--- src/rtl/rnn_pkg.sv ---
// Shared constants and state encoding for the rnn sequencer: core register map,
// status/result bit positions and the sequencer state type.
package rnn_pkg;

  localparam logic [2:0] RNN_ADDR_START = 3'd0;
  localparam logic [2:0] RNN_ADDR_EMB   = 3'd1;
  localparam logic [2:0] RNN_ADDR_W     = 3'd2;
  localparam logic [2:0] RNN_ADDR_R     = 3'd3;
  localparam logic [2:0] RNN_ADDR_RB    = 3'd4;
  localparam logic [2:0] RNN_ADDR_D     = 3'd5;
  localparam logic [2:0] RNN_ADDR_DB    = 3'd6;
  localparam logic [2:0] RNN_ADDR_DENSE = 3'd7;

  localparam int STATUS_IDLE_BIT = 0;
  localparam int RES_VALID_BIT   = 31;

  typedef enum logic [3:0] {
    S_IDLE,
    S_FETCH,
    S_WR_EMB,
    S_KICK,
    S_POLL,
    S_CHK,
    S_WAIT_CHAR,
    S_DENSE,
    S_RPOLL,
    S_RCHK,
    S_OUT,
    S_ERR
  } seq_state_t;

  // Weight/bias/dense loads belong to the host; the sequencer never touches them.
  function automatic logic is_host_addr(input logic [2:0] a);
    return a inside {RNN_ADDR_W, RNN_ADDR_R, RNN_ADDR_RB, RNN_ADDR_D, RNN_ADDR_DB};
  endfunction

endpackage

--- src/rtl/rnn_seq_ctrl_if.sv ---
// Bundle of the sequencer's character stream, embedding RAM port, core bus and
// result handshake. master = sequencer side, slave = environment side.
interface rnn_seq_ctrl_if #(
  parameter int CHAR_W  = 8,
  parameter int EMB_DIM = 4
);
  localparam int EMB_AW = CHAR_W + $clog2(EMB_DIM);

  logic              char_valid;
  logic              char_ready;
  logic [CHAR_W-1:0] char_idx;
  logic              char_last;

  logic              emb_rd;
  logic [EMB_AW-1:0] emb_addr;
  logic [15:0]       emb_rdata;

  logic              rnn_read;
  logic              rnn_write;
  logic [2:0]        rnn_addr;
  logic [31:0]       rnn_wdata;
  logic [31:0]       rnn_rdata;

  logic              res_valid;
  logic              res_ready;
  logic [15:0]       res_data;

  modport master (
    input  char_valid, char_idx, char_last, emb_rdata, rnn_rdata, res_ready,
    output char_ready, emb_rd, emb_addr, rnn_read, rnn_write, rnn_addr, rnn_wdata,
           res_valid, res_data
  );

  modport slave (
    output char_valid, char_idx, char_last, emb_rdata, rnn_rdata, res_ready,
    input  char_ready, emb_rd, emb_addr, rnn_read, rnn_write, rnn_addr, rnn_wdata,
           res_valid, res_data
  );

endinterface

--- src/rtl/rnn_poll_timer.sv ---
// Counts unsuccessful status polls; expire_o flags that the next increment would
// reach POLL_MAX, so the caller can give up instead of polling again.
module rnn_poll_timer #(
  parameter int POLL_MAX = 1024
) (
  input  logic clk,
  input  logic rst_n,
  input  logic clr_i,
  input  logic inc_i,
  output logic expire_o
);
  localparam int CNT_W = $clog2(POLL_MAX + 1);

  logic [CNT_W-1:0] cnt_q, cnt_d;

  always_comb begin
    cnt_d = cnt_q;
    if (clr_i)      cnt_d = '0;
    else if (inc_i) cnt_d = cnt_q + 1'b1;
  end

  always_ff @(posedge clk or negedge rst_n) begin
    if (!rst_n) cnt_q <= '0;
    else        cnt_q <= cnt_d;
  end

  assign expire_o = (cnt_q == CNT_W'(POLL_MAX - 1));

endmodule

--- src/rtl/rnn_seq_ctrl.sv ---
// Bus-master sequencer: streams character embeddings into the rnn core, runs one
// recurrent step per character, then fires the dense layer and returns its result.
module rnn_seq_ctrl
  import rnn_pkg::*;
#(
  parameter int CHAR_W   = 8,
  parameter int EMB_DIM  = 4,
  parameter int POLL_MAX = 1024
) (
  input  logic                 clk,
  input  logic                 rst_n,
  input  logic                 abort,
  rnn_seq_ctrl_if.master       bus,
  output logic                 busy,
  output logic                 err,
  output logic [15:0]          seq_len
);
  localparam int WORD_W = $clog2(EMB_DIM);

  seq_state_t        state_q, state_d;
  logic [CHAR_W-1:0] idx_q, idx_d;
  logic              last_q, last_d;
  logic [WORD_W-1:0] word_q, word_d;
  logic [15:0]       seq_len_q, seq_len_d;
  logic [15:0]       res_q, res_d;
  logic              err_q, err_d;
  logic              rdy_q, rdy_d;

  logic tmr_clr, tmr_inc, tmr_expire;
  logic char_hs, status_idle, res_vld;
  logic unused_rdata;

  assign char_hs      = bus.char_valid & rdy_q;
  assign status_idle  = bus.rnn_rdata[STATUS_IDLE_BIT];
  assign res_vld      = bus.rnn_rdata[RES_VALID_BIT];
  assign unused_rdata = &{1'b0, bus.rnn_rdata[30:16]};

  rnn_poll_timer #(.POLL_MAX(POLL_MAX)) u_timer (
    .clk      (clk),
    .rst_n    (rst_n),
    .clr_i    (tmr_clr),
    .inc_i    (tmr_inc),
    .expire_o (tmr_expire)
  );

  always_comb begin
    state_d   = state_q;
    idx_d     = idx_q;
    last_d    = last_q;
    word_d    = word_q;
    seq_len_d = seq_len_q;
    res_d     = res_q;
    err_d     = err_q;
    tmr_clr   = 1'b0;
    tmr_inc   = 1'b0;

    if (abort) begin
      state_d = S_IDLE;
      err_d   = 1'b0;
    end else begin
      unique case (state_q)
        S_IDLE: if (char_hs) begin
          idx_d     = bus.char_idx;
          last_d    = bus.char_last;
          word_d    = '0;
          seq_len_d = '0;
          err_d     = 1'b0;
          state_d   = S_FETCH;
        end
        S_FETCH:  state_d = S_WR_EMB;
        S_WR_EMB: begin
          if (word_q == WORD_W'(EMB_DIM - 1)) begin
            state_d = S_KICK;
          end else begin
            word_d  = word_q + 1'b1;
            state_d = S_FETCH;
          end
        end
        S_KICK: begin
          tmr_clr = 1'b1;
          state_d = S_POLL;
        end
        S_POLL: state_d = S_CHK;
        S_CHK: begin
          if (status_idle) begin
            if (seq_len_q != 16'hFFFF) seq_len_d = seq_len_q + 16'd1;
            state_d = last_q ? S_DENSE : S_WAIT_CHAR;
          end else if (tmr_expire) begin
            state_d = S_ERR;
          end else begin
            tmr_inc = 1'b1;
            state_d = S_POLL;
          end
        end
        // Mid-sequence characters keep seq_len and err running.
        S_WAIT_CHAR: if (char_hs) begin
          idx_d   = bus.char_idx;
          last_d  = bus.char_last;
          word_d  = '0;
          state_d = S_FETCH;
        end
        S_DENSE: begin
          tmr_clr = 1'b1;
          state_d = S_RPOLL;
        end
        S_RPOLL: state_d = S_RCHK;
        S_RCHK: begin
          if (res_vld) begin
            res_d   = bus.rnn_rdata[15:0];
            state_d = S_OUT;
          end else if (tmr_expire) begin
            state_d = S_ERR;
          end else begin
            tmr_inc = 1'b1;
            state_d = S_RPOLL;
          end
        end
        S_OUT: if (bus.res_ready) state_d = S_IDLE;
        S_ERR: begin
          err_d   = 1'b1;
          state_d = S_IDLE;
        end
        default: state_d = S_IDLE;
      endcase
    end

    // char_ready is registered so it stays low while reset is held.
    rdy_d = (state_d == S_IDLE) || (state_d == S_WAIT_CHAR);
  end

  always_ff @(posedge clk or negedge rst_n) begin
    if (!rst_n) begin
      state_q   <= S_IDLE;
      idx_q     <= '0;
      last_q    <= 1'b0;
      word_q    <= '0;
      seq_len_q <= '0;
      res_q     <= '0;
      err_q     <= 1'b0;
      rdy_q     <= 1'b0;
    end else begin
      state_q   <= state_d;
      idx_q     <= idx_d;
      last_q    <= last_d;
      word_q    <= word_d;
      seq_len_q <= seq_len_d;
      res_q     <= res_d;
      err_q     <= err_d;
      rdy_q     <= rdy_d;
    end
  end

  // Bus outputs decode straight from the state so each strobe lives one state.
  always_comb begin
    bus.rnn_addr = RNN_ADDR_START;
    unique case (state_q)
      S_WR_EMB:        bus.rnn_addr = RNN_ADDR_EMB;
      S_DENSE, S_RPOLL: bus.rnn_addr = RNN_ADDR_DENSE;
      default:         bus.rnn_addr = RNN_ADDR_START;
    endcase
  end

  assign bus.char_ready = rdy_q;
  assign bus.emb_rd     = (state_q == S_FETCH);
  assign bus.emb_addr   = {idx_q, word_q};
  assign bus.rnn_write  = (state_q == S_WR_EMB) || (state_q == S_KICK) || (state_q == S_DENSE);
  assign bus.rnn_read   = (state_q == S_POLL) || (state_q == S_RPOLL);
  assign bus.rnn_wdata  = (state_q == S_WR_EMB) ? {16'(word_q), bus.emb_rdata} : 32'd0;
  assign bus.res_valid  = (state_q == S_OUT);
  assign bus.res_data   = res_q;

  assign busy    = (state_q != S_IDLE);
  assign err     = err_q;
  assign seq_len = seq_len_q;

  always_ff @(posedge clk) begin
    if (rst_n) begin
      assert (!(bus.rnn_read && bus.rnn_write));
      if (bus.rnn_write) assert (!is_host_addr(bus.rnn_addr));
    end
  end

endmodule

--- src/flat_wrapper.sv ---
// flat-port wrapper written by rule: the top's interface ports become plain ports
module rnn_seq_ctrl_flat import rnn_pkg::*;
#(
  parameter int CHAR_W   = 8,
  parameter int EMB_DIM  = 4,
  parameter int POLL_MAX = 1024
)
  (clk, rst_n, abort, busy, err, seq_len, bus_char_valid, bus_char_idx, bus_char_last, bus_emb_rdata, bus_rnn_rdata, bus_res_ready, bus_char_ready, bus_emb_rd, bus_emb_addr, bus_rnn_read, bus_rnn_write, bus_rnn_addr, bus_rnn_wdata, bus_res_valid, bus_res_data);
  rnn_seq_ctrl_if #(.CHAR_W(CHAR_W), .EMB_DIM(EMB_DIM)) bus_i ();
  input  logic clk;
  input  logic rst_n;
  input  logic abort;
  output logic busy;
  output logic err;
  output logic [15:0] seq_len;
  input wire logic [$bits(bus_i.char_valid)-1:0] bus_char_valid;
  input wire logic [$bits(bus_i.char_idx)-1:0] bus_char_idx;
  input wire logic [$bits(bus_i.char_last)-1:0] bus_char_last;
  input wire logic [$bits(bus_i.emb_rdata)-1:0] bus_emb_rdata;
  input wire logic [$bits(bus_i.rnn_rdata)-1:0] bus_rnn_rdata;
  input wire logic [$bits(bus_i.res_ready)-1:0] bus_res_ready;
  output wire logic [$bits(bus_i.char_ready)-1:0] bus_char_ready;
  output wire logic [$bits(bus_i.emb_rd)-1:0] bus_emb_rd;
  output wire logic [$bits(bus_i.emb_addr)-1:0] bus_emb_addr;
  output wire logic [$bits(bus_i.rnn_read)-1:0] bus_rnn_read;
  output wire logic [$bits(bus_i.rnn_write)-1:0] bus_rnn_write;
  output wire logic [$bits(bus_i.rnn_addr)-1:0] bus_rnn_addr;
  output wire logic [$bits(bus_i.rnn_wdata)-1:0] bus_rnn_wdata;
  output wire logic [$bits(bus_i.res_valid)-1:0] bus_res_valid;
  output wire logic [$bits(bus_i.res_data)-1:0] bus_res_data;
  assign bus_i.char_valid = bus_char_valid;
  assign bus_i.char_idx = bus_char_idx;
  assign bus_i.char_last = bus_char_last;
  assign bus_i.emb_rdata = bus_emb_rdata;
  assign bus_i.rnn_rdata = bus_rnn_rdata;
  assign bus_i.res_ready = bus_res_ready;
  assign bus_char_ready = bus_i.char_ready;
  assign bus_emb_rd = bus_i.emb_rd;
  assign bus_emb_addr = bus_i.emb_addr;
  assign bus_rnn_read = bus_i.rnn_read;
  assign bus_rnn_write = bus_i.rnn_write;
  assign bus_rnn_addr = bus_i.rnn_addr;
  assign bus_rnn_wdata = bus_i.rnn_wdata;
  assign bus_res_valid = bus_i.res_valid;
  assign bus_res_data = bus_i.res_data;
  rnn_seq_ctrl #(.CHAR_W(CHAR_W), .EMB_DIM(EMB_DIM), .POLL_MAX(POLL_MAX)) u_core (.clk(clk), .rst_n(rst_n), .abort(abort), .bus(bus_i), .busy(busy), .err(err), .seq_len(seq_len));
endmodule
--- config.mk ---
export PLATFORM = sky130hd
export DESIGN_NAME = rnn_seq_ctrl_flat
export DESIGN_NICKNAME = d
export VERILOG_FILES = /design/src/rtl/rnn_pkg.sv /design/src/rtl/rnn_seq_ctrl_if.sv /design/src/rtl/rnn_poll_timer.sv /design/src/rtl/rnn_seq_ctrl.sv /design/src/flat_wrapper.sv
export SDC_FILE = /design/constraint.sdc
export NUM_CORES = 1
export LEC_CHECK = 0
export ABC_CLOCK_PERIOD_IN_PS = 2200
export BUFFER_PORTS_ARGS = -buffer_cell sky130_fd_sc_hd__buf_2
export CORE_UTILIZATION = 48
export DETAILED_ROUTE_END_ITERATION = 8
export GPL_TIMING_DRIVEN = 0
export PLACE_DENSITY = 0.8
export SYNTH_ARGS = -nofsm -noshare
export SYNTH_HDL_FRONTEND = slang
export SYNTH_SLANG_ARGS = --single-unit
--- constraint.sdc ---
create_clock -name clk -period 2.2 [get_ports clk]
set_clock_uncertainty 0.05 [all_clocks]
set_input_delay 0.22 -clock clk [delete_from_list [all_inputs] [get_ports clk]]
set_output_delay 0.22 -clock clk [all_outputs]
set_load 0.01 [all_outputs]
==> flow_summary_export.csv <==
group,metric,value,unit
timing,tns,0,ns
flow_run,cap_violations,0,
global_routing,grt_pass1_vias,2810,
die,die_area,7463,µm²
timing,period_needed,2.154,ns
logic_synthesis,synth_ff_type,"dfrtp_1",
die,io_pins,146,
power,switchingPower,1054,µW
setup_path,setup.worst_path.class,"register to primary output",
global_routing,grtUsageTotal,22.61,%
die,start_util,50.04,%
cts,clk_pin_slew,0.07,ns
setup_path,worst-path-buf-inv,3,
global_routing,antenna_found_initial,0,
routing,ant_nets,0,
cts,cts_buffer_depth,2,
global_routing,grt_max_degree,61,
cts,clock_sinks,60,
min_path,hold_path_class,"input port to register",
cts,cts-root-buf,"clkbuf_8",
cts,cts_tree,"built",
power,power_frac_seq,41.3,%
routing,firstDrtPassIters,4,
setup_path,critPathLaunch,"u_core.state_q[1]$_DFF_PN0_",
cells_and_area,nFillCells,582,
setup_path,cp-endpoint,"bus_rnn_addr[0]",
die,chipHeight,86.39,µm
logic_synthesis,avgSynthCellArea,9.879,µm²
logic_synthesis,seq_area_frac_synth,43.92,%
routing,drc_errors,0,
cells_and_area,antennaDiodeCount,0,
setup_path,r2r_setup_slack,0.05,ns
power,cellPowerDensity,737.7,nW/µm²
setup_path,cpMostUsedCell,"buf_2",
power,peakVddDrop,0.5322,mV
status,status,"completed",
logic_synthesis,synthArstFlopShare,100.0,%
setup_path,reg2reg_from,"u_core.state_q[1]$_DFF_PN0_",
timing,holdWs,0.06205,ns
routing,wl_per_cell,13.84,µm
logic_synthesis,synth_seq_cells,60,
power,clkPwrFrac,28.1,%
die,core_area,6832,µm²
setup_path,endpoint_kind,"primary output",
power,comb_power_share,30.7,%
place,placed_cells,570,
cts,clk_latency,0.34,ns
cts,cts-htree-levels,3,
place,placed_area,4163,µm²
timing,max_slew.worst_pin.slew,0.8464,ns
global_routing,grt_pass1_wl,12.98,mm
cells_and_area,drive_above_1_share,40.73,%
setup_path,required,1.93,ns
place,dp_hpwl,6.119,mm
logic_synthesis,synthCells,346,
timing,rsz0062_at_grt,"yes",
setup_path,slowest_stage,"dfrtp_1",
timing,relSlewSlack,43.14,%
die,die_w,86.39,µm
logic_synthesis,synth_cell_type_count,59,
setup_path,r2r-end,"u_core.u_timer.cnt_q[8]$_DFFE_PN0P_",
setup_path,crit_chain,"buf_6 > buf_2 > nand2_1 > nor3b_2 > a21o_1 > or2_2 > buf_2",
timing,setup_ws,0.04601,ns
place,portBuffers,115,
place,gp_congestion,0.8638,
global_routing,grt.overflow.total,0,
timing,hold_violations,0,
setup_path,crit_path_max_incr_delay,0.37,ns
timing,setup_violations,0,
timing,post-route-period-util,97.91,%
timing,maxSlewViolCount,0,
timing,fmax,464.3,MHz
power,p_leak,0.002368,µW
cts,cts_buffers,9,
place,dp_slack,-0.04604,ns
cells_and_area,fin_nets,551,
routing,initialDrtViolationCount,197,
cells_and_area,final_area,4389,µm²
routing,via_per_inst,5.339,
cells_and_area,fin_cells,587,
routing,totalWireLength,8.126,mm
power,swShare,32.54,%
setup_path,cp_data_arrival_time,1.88,ns
setup_path,worstRegToRegCells,7,
logic_synthesis,synth_area,3418,µm²
cells_and_area,area.growth.synth_to_final,28.40,%
routing,vias,3134,
setup_path,crit_fanout,10,
logic_synthesis,synth_edf_count,0,
die,fp-row-count,30,
setup_path,crit_family,"simple AND/OR/NAND/NOR gates",
setup_path,start_kind,"register",
power,internal_power,2184,µW
setup_path,path_depth,7,
logic_synthesis,synth-warning-count,0,
[metrics by stage]
stage	power [µW]	util, %
after floorplan	1950	-
after detailed placement	2316	60.93
after global routing	3418	64.25
after CTS	3239	63.68
final	3238	64.25
after global placement	2280	60.93
[worst min-delay path by stage]
stage / cells past startpoint / to / slack [ns] / start
after global placement: 2 / u_core.idx_q[0]$_DFFE_PN0P_ / 0.40 / bus_char_idx[0]
final: 2 / u_core.bus.res_data[1]$_DFFE_PN0P_ / 0.06 / bus_rnn_rdata[1]
after global routing: 2 / u_core.bus.res_data[15]$_DFFE_PN0P_ / 0.05 / bus_rnn_rdata[15]
after CTS: 2 / u_core.idx_q[6]$_DFFE_PN0P_ / 0.05 / bus_char_idx[6]
after detailed placement: 2 / u_core.idx_q[7]$_DFFE_PN0P_ / 0.41 / bus_char_idx[7]
after floorplan: 0 / u_core.bus.char_ready$_DFF_PN0_ / -0.13 / rst_n
[metal layers]
layer,track usage [%],share of wire (%)
met1,29.84,45
met4,11.21,1.2
met2,35.79,48
met3,4.381,6.5
met5,0,0
[state kept, by name, summed over array words and instances (netlist names)]
| register | count |
|---|---|
| u_core.seq_len | 16 |
| u_core.idx_q | 8 |
| u_core.word_q | 2 |
| u_core.u_timer.cnt_q | 11 |
| u_core.bus.char_ready | 1 |
| u_core.bus.res_data | 16 |
| u_core.err | 1 |
| u_core.last_q | 1 |
| u_core.state_q | 4 |
[power groups by stage]
stage | sequential [µW] | clock [µW] | combinational [µW]
6_report | 1340 | 909 | 993
5_1_grt | 1350 | 972 | 1090
3_3_place_gp | 1350 | 0 | 933
2_1_floorplan | 1380 | 0 | 566
3_5_place_dp | 1350 | 0 | 961
4_1_cts | 1340 | 937 | 967
[kinds of logic after synthesis]
| group | after synthesis | share of synthesized area [%] |
|---|---|---|
| muxes | 29 | 9.407 |
| DFF | 60 | 43.92 |
| xor gates and xnor gates | 6 | 1.537 |
| and+or+nand+nor | 146 | 24.89 |
| AOI/OAI and AO/OA | 62 | 12.08 |
| other | 1 | 0.1097 |
| buffers and inverters | 39 | 6.955 |
| adders and majority gates | 3 | 1.098 |
[final cells by class]
cell class,instances,area [µm²],area share (%)
flip-flops and latches,60,1501,34.21
clock buffers,15,176.4,4.019
plain buffers,33,219.0,4.989
multi-input cells,260,1757,40.02
well taps,96,120.1,2.737
repair buffers,116,588.1,13.40
inverters,6,22.52,0.5131
clock inverters,1,5.005,0.1140
[synth_stat cells (7+ instances only)]
master / count / area [µm²]
dfrtp_1: 60 / 1501
nand2_1: 32 / 120.1
and3_1: 25 / 156.4
mux2_2: 25 / 281.5
nor2_1: 20 / 75.07
a21oi_1: 16 / 80.08
buf_4: 16 / 120.1
o21ai_0: 15 / 75.07
nand3_1: 12 / 60.06
or4_1: 8 / 60.06
buf_2: 7 / 35.03
[what timing repair did]
item,in CTS,in global routing
resized for setup,2,6
pin swaps,0,0
hold buffers,0,1
endpoints found under the setup margin,5,18
hold endpoints to repair,0,60
setup buffers,0,0
[placed cells by master (no fill, tap or decap), drive strengths merged, types with 2 or more instances in the layout]
cell     count
a2111oi      2
a21o         3
a21oi       16
a31o         3
a31oi        2
and2         5
and3        26
and4         3
and4bb       2
buf        142
clkbuf      21
conb        14
dfrtp       60
ha           3
inv          6
mux2        25
mux2i        4
nand2       32
nand2b       5
nand3       12
nand4        4
nor2        20
nor2b        5
nor3         7
nor3b        4
nor4         5
o211ai       6
o21ai       16
o31ai        2
o41ai        2
or2          2
or3          2
or3b         2
or4          8
xnor2        5
Note: power is estimated with default switching activity, not from simulation.
